`src/rtl/alu_rs_pkg.sv`:
```
// alu_rs_pkg
// Shared sizes, opcode encodings and the entry record for the ALU reservation
// station. No ports; imported by alu_rs and rs_prio_enc.
package alu_rs_pkg;

   localparam int RS_SIZE  = 8;
   localparam int RS_IDX_W = $clog2(RS_SIZE);
   localparam int OPT_W    = 6;
   localparam int ROB_W    = 4;
   localparam int DATA_W   = 32;

   // Opcode 0 is never issued and doubles as the "no dispatch" bubble marker.
   localparam logic [OPT_W-1:0] OPT_NOP   = 6'd0;
   localparam logic [OPT_W-1:0] OPT_LUI   = 6'd1;
   localparam logic [OPT_W-1:0] OPT_AUIPC = 6'd2;
   localparam logic [OPT_W-1:0] OPT_JAL   = 6'd3;
   localparam logic [OPT_W-1:0] OPT_JALR  = 6'd4;
   localparam logic [OPT_W-1:0] OPT_BEQ   = 6'd5;
   localparam logic [OPT_W-1:0] OPT_BNE   = 6'd6;
   localparam logic [OPT_W-1:0] OPT_BLT   = 6'd7;
   localparam logic [OPT_W-1:0] OPT_BGE   = 6'd8;
   localparam logic [OPT_W-1:0] OPT_BLTU  = 6'd9;
   localparam logic [OPT_W-1:0] OPT_BGEU  = 6'd10;
   localparam logic [OPT_W-1:0] OPT_ADDI  = 6'd11;
   localparam logic [OPT_W-1:0] OPT_SLTI  = 6'd12;
   localparam logic [OPT_W-1:0] OPT_SLTIU = 6'd13;
   localparam logic [OPT_W-1:0] OPT_XORI  = 6'd14;
   localparam logic [OPT_W-1:0] OPT_ORI   = 6'd15;
   localparam logic [OPT_W-1:0] OPT_ANDI  = 6'd16;
   localparam logic [OPT_W-1:0] OPT_SLLI  = 6'd17;
   localparam logic [OPT_W-1:0] OPT_SRLI  = 6'd18;
   localparam logic [OPT_W-1:0] OPT_SRAI  = 6'd19;
   localparam logic [OPT_W-1:0] OPT_ADD   = 6'd20;
   localparam logic [OPT_W-1:0] OPT_SUB   = 6'd21;
   localparam logic [OPT_W-1:0] OPT_SLL   = 6'd22;
   localparam logic [OPT_W-1:0] OPT_SLT   = 6'd23;
   localparam logic [OPT_W-1:0] OPT_SLTU  = 6'd24;
   localparam logic [OPT_W-1:0] OPT_XOR   = 6'd25;
   localparam logic [OPT_W-1:0] OPT_SRL   = 6'd26;
   localparam logic [OPT_W-1:0] OPT_SRA   = 6'd27;
   localparam logic [OPT_W-1:0] OPT_OR    = 6'd28;
   localparam logic [OPT_W-1:0] OPT_AND   = 6'd29;

   // One reservation-station slot. qj_busy/qk_busy mean the operand is still
   // waiting for the ROB entry named by qj/qk to broadcast its result.
   typedef struct packed {
      logic              busy;
      logic [OPT_W-1:0]  opt;
      logic [DATA_W-1:0] vj;
      logic [DATA_W-1:0] vk;
      logic              qj_busy;
      logic              qk_busy;
      logic [ROB_W-1:0]  qj;
      logic [ROB_W-1:0]  qk;
      logic [DATA_W-1:0] imm;
      logic [DATA_W-1:0] pc;
      logic [ROB_W-1:0]  rob;
   } rs_entry_t;

endpackage

```
`src/rtl/alu_rs_prio_enc.sv`:
```
// rs_prio_enc
// Lowest-index-first priority encoder over the reservation-station entries.
// Ports:
//   req   - one request bit per entry
//   found - at least one request bit is set
//   idx   - index of the lowest set request bit (0 when none)
module rs_prio_enc
   import alu_rs_pkg::*;
(
   input  logic [RS_SIZE-1:0]  req,
   output logic                found,
   output logic [RS_IDX_W-1:0] idx
);

   // Scanning from the top down lets the lowest set bit overwrite last.
   always_comb begin
      found = 1'b0;
      idx   = '0;
      for (int i = RS_SIZE - 1; i >= 0; i--) begin
         if (req[i]) begin
            found = 1'b1;
            idx   = i[RS_IDX_W-1:0];
         end
      end
   end

endmodule

```
`src/rtl/alu_rs.sv`:
```
// alu_rs
// Reservation station in front of the combinational ALU. Holds issued
// ALU-class instructions, snoops the ALU and load/store result buses to wake
// pending operands, and each cycle dispatches the lowest-index ready entry
// into the registered ALU input ports.
// Ports:
//   clk_in, rst_in (async, active low), rdy_in (low = pause), clear_in (flush)
//   issue_*        - one incoming instruction per cycle, qualified by issue_valid
//   full_out       - every entry is occupied
//   alu_cdb_*      - ALU result broadcast
//   lsb_cdb_*      - load/store buffer result broadcast
//   alu_opt..alu_rob - registered ALU inputs; alu_opt == 0 marks a bubble
module alu_rs
   import alu_rs_pkg::*;
(
   input  logic              clk_in,
   input  logic              rst_in,
   input  logic              rdy_in,
   input  logic              clear_in,

   input  logic              issue_valid,
   input  logic [OPT_W-1:0]  issue_opt,
   input  logic [DATA_W-1:0] issue_vj,
   input  logic [DATA_W-1:0] issue_vk,
   input  logic              issue_qj_busy,
   input  logic              issue_qk_busy,
   input  logic [ROB_W-1:0]  issue_qj,
   input  logic [ROB_W-1:0]  issue_qk,
   input  logic [DATA_W-1:0] issue_imm,
   input  logic [DATA_W-1:0] issue_pc,
   input  logic [ROB_W-1:0]  issue_rob,
   output logic              full_out,

   input  logic              alu_cdb_valid,
   input  logic [ROB_W-1:0]  alu_cdb_rob,
   input  logic [DATA_W-1:0] alu_cdb_val,
   input  logic              lsb_cdb_valid,
   input  logic [ROB_W-1:0]  lsb_cdb_rob,
   input  logic [DATA_W-1:0] lsb_cdb_val,

   output logic [OPT_W-1:0]  alu_opt,
   output logic [DATA_W-1:0] alu_rs1,
   output logic [DATA_W-1:0] alu_rs2,
   output logic [DATA_W-1:0] alu_imm,
   output logic [DATA_W-1:0] alu_pc,
   output logic [ROB_W-1:0]  alu_rob
);

   rs_entry_t entries [RS_SIZE];

   logic [RS_SIZE-1:0]  busy_vec;
   logic [RS_SIZE-1:0]  ready_vec;
   logic                free_found;
   logic [RS_IDX_W-1:0] free_idx;
   logic                ready_found;
   logic [RS_IDX_W-1:0] ready_idx;

   logic [DATA_W-1:0]   fwd_vj;
   logic [DATA_W-1:0]   fwd_vk;
   logic                fwd_qj_busy;
   logic                fwd_qk_busy;

   // Occupancy and readiness come from registered state only, so an entry
   // woken or dispatched this cycle is not credited until the next one.
   always_comb begin
      busy_vec  = '0;
      ready_vec = '0;
      for (int i = 0; i < RS_SIZE; i++) begin
         busy_vec[i]  = entries[i].busy;
         ready_vec[i] = entries[i].busy && !entries[i].qj_busy && !entries[i].qk_busy;
      end
   end

   assign full_out = &busy_vec;

   rs_prio_enc u_free_enc (
      .req   (~busy_vec),
      .found (free_found),
      .idx   (free_idx)
   );

   rs_prio_enc u_ready_enc (
      .req   (ready_vec),
      .found (ready_found),
      .idx   (ready_idx)
   );

   // Issue-time forwarding catches a producer broadcasting in the same cycle
   // its consumer is issued; the ALU bus takes precedence over the LSB bus.
   always_comb begin
      fwd_vj      = issue_vj;
      fwd_qj_busy = issue_qj_busy;
      fwd_vk      = issue_vk;
      fwd_qk_busy = issue_qk_busy;
      if (issue_qj_busy) begin
         if (alu_cdb_valid && alu_cdb_rob == issue_qj) begin
            fwd_vj      = alu_cdb_val;
            fwd_qj_busy = 1'b0;
         end else if (lsb_cdb_valid && lsb_cdb_rob == issue_qj) begin
            fwd_vj      = lsb_cdb_val;
            fwd_qj_busy = 1'b0;
         end
      end
      if (issue_qk_busy) begin
         if (alu_cdb_valid && alu_cdb_rob == issue_qk) begin
            fwd_vk      = alu_cdb_val;
            fwd_qk_busy = 1'b0;
         end else if (lsb_cdb_valid && lsb_cdb_rob == issue_qk) begin
            fwd_vk      = lsb_cdb_val;
            fwd_qk_busy = 1'b0;
         end
      end
   end

   // Entry storage and the ALU input registers. A flush drops every entry;
   // a pause freezes everything but still emits a bubble so the ALU never
   // repeats a result. Otherwise wake-up, dispatch and issue happen together:
   // they never touch the same entry because issue only targets free slots,
   // wake-up only busy ones, and dispatch only fully ready ones.
   always_ff @(posedge clk_in or negedge rst_in) begin
      if (!rst_in) begin
         for (int i = 0; i < RS_SIZE; i++) begin
            entries[i] <= '0;
         end
         alu_opt <= OPT_NOP;
         alu_rs1 <= '0;
         alu_rs2 <= '0;
         alu_imm <= '0;
         alu_pc  <= '0;
         alu_rob <= '0;
      end else if (clear_in) begin
         for (int i = 0; i < RS_SIZE; i++) begin
            entries[i].busy <= 1'b0;
         end
         alu_opt <= OPT_NOP;
      end else if (!rdy_in) begin
         alu_opt <= OPT_NOP;
      end else begin
         for (int i = 0; i < RS_SIZE; i++) begin
            if (entries[i].busy && entries[i].qj_busy) begin
               if (alu_cdb_valid && alu_cdb_rob == entries[i].qj) begin
                  entries[i].vj      <= alu_cdb_val;
                  entries[i].qj_busy <= 1'b0;
               end else if (lsb_cdb_valid && lsb_cdb_rob == entries[i].qj) begin
                  entries[i].vj      <= lsb_cdb_val;
                  entries[i].qj_busy <= 1'b0;
               end
            end
            if (entries[i].busy && entries[i].qk_busy) begin
               if (alu_cdb_valid && alu_cdb_rob == entries[i].qk) begin
                  entries[i].vk      <= alu_cdb_val;
                  entries[i].qk_busy <= 1'b0;
               end else if (lsb_cdb_valid && lsb_cdb_rob == entries[i].qk) begin
                  entries[i].vk      <= lsb_cdb_val;
                  entries[i].qk_busy <= 1'b0;
               end
            end
         end

         if (ready_found) begin
            alu_opt                 <= entries[ready_idx].opt;
            alu_rs1                 <= entries[ready_idx].vj;
            alu_rs2                 <= entries[ready_idx].vk;
            alu_imm                 <= entries[ready_idx].imm;
            alu_pc                  <= entries[ready_idx].pc;
            alu_rob                 <= entries[ready_idx].rob;
            entries[ready_idx].busy <= 1'b0;
         end else begin
            alu_opt <= OPT_NOP;
         end

         if (issue_valid && free_found) begin
            entries[free_idx] <= '{busy:    1'b1,
                                   opt:     issue_opt,
                                   vj:      fwd_vj,
                                   vk:      fwd_vk,
                                   qj_busy: fwd_qj_busy,
                                   qk_busy: fwd_qk_busy,
                                   qj:      issue_qj,
                                   qk:      issue_qk,
                                   imm:     issue_imm,
                                   pc:      issue_pc,
                                   rob:     issue_rob};
         end
      end
   end

endmodule
```
`config.mk`:
```
export PLATFORM = sky130hd
export DESIGN_NAME = alu_rs
export DESIGN_NICKNAME = d
export VERILOG_FILES = /design/src/rtl/alu_rs_pkg.sv /design/src/rtl/alu_rs_prio_enc.sv /design/src/rtl/alu_rs.sv
export SDC_FILE = /design/constraint.sdc
export NUM_CORES = 2
export LEC_CHECK = 0
export BUFFER_PORTS_ARGS = -buffer_cell sky130_fd_sc_hd__buf_2
export CAP_MARGIN = 20
export CORE_MARGIN = 3
export CORE_UTILIZATION = 29
export CTS_CLUSTER_SIZE = 14
export DETAILED_ROUTE_END_ITERATION = 10
export GPL_ROUTABILITY_DRIVEN = 0
export HOLD_SLACK_MARGIN = 0.08
export PLACE_DENSITY_LB_ADDON = 0.3
export SETUP_SLACK_MARGIN = 0.4
export SKIP_LAST_GASP = 1
export SLEW_MARGIN = 20
export SYNTH_ARGS = -nofsm -noshare
export SYNTH_HDL_FRONTEND = slang
export SYNTH_SLANG_ARGS = --single-unit
```
`constraint.sdc`:
```
create_clock -name clk_in -period 2.8 [get_ports clk_in]
set_clock_uncertainty 0.1 [all_clocks]
set_input_delay 0.28 -clock clk_in [delete_from_list [all_inputs] [get_ports clk_in]]
set_output_delay 0.28 -clock clk_in [all_outputs]
set_load 0.005 [all_outputs]
```
==> results.ini <==
[run_status]
status = finished, final reports clean

[global_route]
antenna_found_initial = 59
grt_use_total_pct = 27.8
grt_pass1_vias = 69358
grt_remaining_overflow = 0
grt_pass1_wl_mm = 512
grt_max_degree = 114

[sta]
fin_crit_sh_pct = 97.1
period_needed_ps = 2720
rsz0062_at_grt = yes
drv_slew = 0
finalSetupViolCount = 0
setup_slack_ps = 80.7
hold_viol_final = 0
tightest_slew_ps = 1200
max_clock_freq_ghz = 0.368
max_slew_margin_pct = 20.2

[place]
dpl_cell_area_sq_um = 80600
pre_cts_ws_ps = -206
dp.final_hpwl_mm = 215
portBuffers = 365
dp.cells = 11044

[logic_synthesis]
ys_warn_count = 0
synthTopCellsByCount = nand2_1, dfrtp_1, clkbuf_1, a21oi_1, nor3_1
yosysMostFrequentCell = nand2_1
netlist_instances = 7723
avgSynthCellArea_sq_um = 9.19
syn-num-nets = 7950
ys_seq_area_share_pct = 46.9
synth_top_area_share_pct = 46.9
async_reset_ff_share_pct = 100
synth-edff-count = 0
netlist_top_cells_area = dfrtp_1, nand2_1, mux2_2
synth_area_leader_cell = dfrtp_1
ys_ff_latch = 1330
synthFlopType = dfrtp_1
syn-cell-area_sq_um = 71000
synth.distinct_cells = 79

[cells_and_area]
seqCellArea_sq_um = 33300
finalCoreUtilization_pct = 40.7
multi_input_area_sq_um = 38600
stdcell_area_sq_um = 99000
fin_nets = 8822
layout-drive-gt1-share_pct = 30.8
syn2layout_area_growth_pct = 39.4
stdcell_count = 11952
n_fill_cell = 23226

[routing]
viasPerCell = 6.27
wl_per_cell_um = 33.0
drc_errors = 0
final_antenna_net_count = 0
drtPass1Iterations = 9
wirelength_mm = 394
dr.first_iter.drc_count = 11546
dr_total_vias = 74993

[floorplanning]
dieArea_sq_um = 251000
placementRows = 181
die_y_um = 501
die_w_um = 501
start_util_pct = 29.2
core_sq_um = 243000
ios = 366

[pwr]
seq_power_share_pct = 44.0
p_leak_nw = 43.7
combPwrFrac_pct = 17.8
internal_power_mw = 36.3
swShare_pct = 30.6
fin_total_pwr_mw = 52.4
p_clk_share_pct = 38.2
p_switching_mw = 16.1
vdd_drop_max_mv = 0.506
cellPowerDensity_nw_per_um2 = 529

[critical_path]
crit_fanout = 8
arrival_ps = 3350
endpoint_kind = flop
crit_path_frequent_cell = buf_6
required_ps = 3430
cp-start-kind = flop
critPathMaxStageDelay_ps = 460
cp_slowest_cell = or3b_4
crit_path_cell_trace = buf_6, or3b_4, buf_6, o211ai_4, buf_12, nand2_8, a21oi_4, buf_6, nor2_4, buf_12, clkbuf_16, buf_4, a21oi_1
worstSetupPathType = reg -> reg

[clock_network]
root_buffer = clkbuf_16
clk_pin_slew_ps = 60
htree_levels = 4
cts.sinks = 1330
cts_tree = done
worstSkewPairLatency_ps = 820
clockBufferDepth = 3
cts_buffers = 145

[run]
drv_cap = 0

[min_path]
min_path_type = in -> reg

## worst max-delay path: cells and delay by family (launching register included)
kind | cells | cell delay (ps)
buffers and inverters | 7 | 1070
AND/OR/NAND/NOR | 3 | 640
AO/OA/AOI/OAI | 3 | 420
flip-flops | 1 | 400
## placed cells by master, fill, tap and decap left out, drive strengths merged, types with 83 or more instances in the layout
cell type and n:
dlygate4sd3 212, a222oi 83, a211oi 176, o21ai 330
a21oi 492, nand2 1648, dfrtp 1330, mux2 422
o22ai 167, clkbuf 289, a22o 114, nor3 432
nor2 250, a221oi 279, a221o 97, nand3 120
buf 1203
## area by class of cell
type                            count  share of cell area (%)
Multi-Input combinational cell   5549                    39.0
Sequential cell                  1330                    33.6
Timing Repair Buffer             1503                    18.1
Clock buffer                      204                    4.22
Tap cell                         3202                    4.05
Clock inverter                     59                   0.643
Inverter                           66                   0.254
Antenna cell                       39                  0.0986
## worst paths after layout
path / start / endpoint / slack (ps) / cells after the start
worst max-delay path: entries[672] / alu_rs1[2] / 80 / 13
worst min-delay path: issue_vj[5] / entries[413] / 130 / 6
worst max register to register: entries[672] / alu_rs1[2] / 80 / 13
worst min register to register: flop / flop / 360 / 2
max in group asynchronous: rst_in / async pin / 1690 / 3
min in group asynchronous: rst_in / alu_rs1[14] / 140 / 3
## stage by stage
| stage | hold slack (ps) | TNS, ps |
|---|---|---|
| after floorplan | -116 | 0 |
| after global placement | 162 | -4820 |
| after detailed placement | 171 | -8880 |
| after CTS | 82.9 | 0 |
| after global routing | 165 | 0 |
| final | 126 | 0 |
## cell families (layout without fill, tap and decap cells)
family	after synthesis	count (layout)	share of synthesized area (%)
AND/OR/NAND/NOR	2635	2635	15.8
AO/OA/AOI/OAI	2285	2285	23.0
flip-flops	1330	1330	46.9
buffers and inverters	844	1832	4.95
multiplexers	485	485	7.63
XOR/XNOR	144	144	1.78
other	0	39	0
## routing by layer
layer	wire (um)	GRT usage, %
met1	142000	34.5
met3	56000	9.56
met2	164000	41.7
met5	159	0
met4	31600	16.4
## power groups by stage
stage               Clock, mW  Sequential (mW)  Combinational [mW]
global route             20.9             23.2                9.92
finish                   20.0             23.1                9.31
detailed placement          0             23.2                8.04
global placement            0             23.2                7.89
floorplan                   0             22.5                4.12
CTS                      20.1             22.9                8.80
## timing repair
item	4_1_cts	5_1_grt
buffers inserted	95	138
endpoints found under the setup margin	788	879
pin swaps	99	472
hold endpoints to repair	2475	0
cloned	54	106
hold buffers	213	0
gates resized for setup	193	979
No activity file was read; power rests on OpenSTA's default activity.
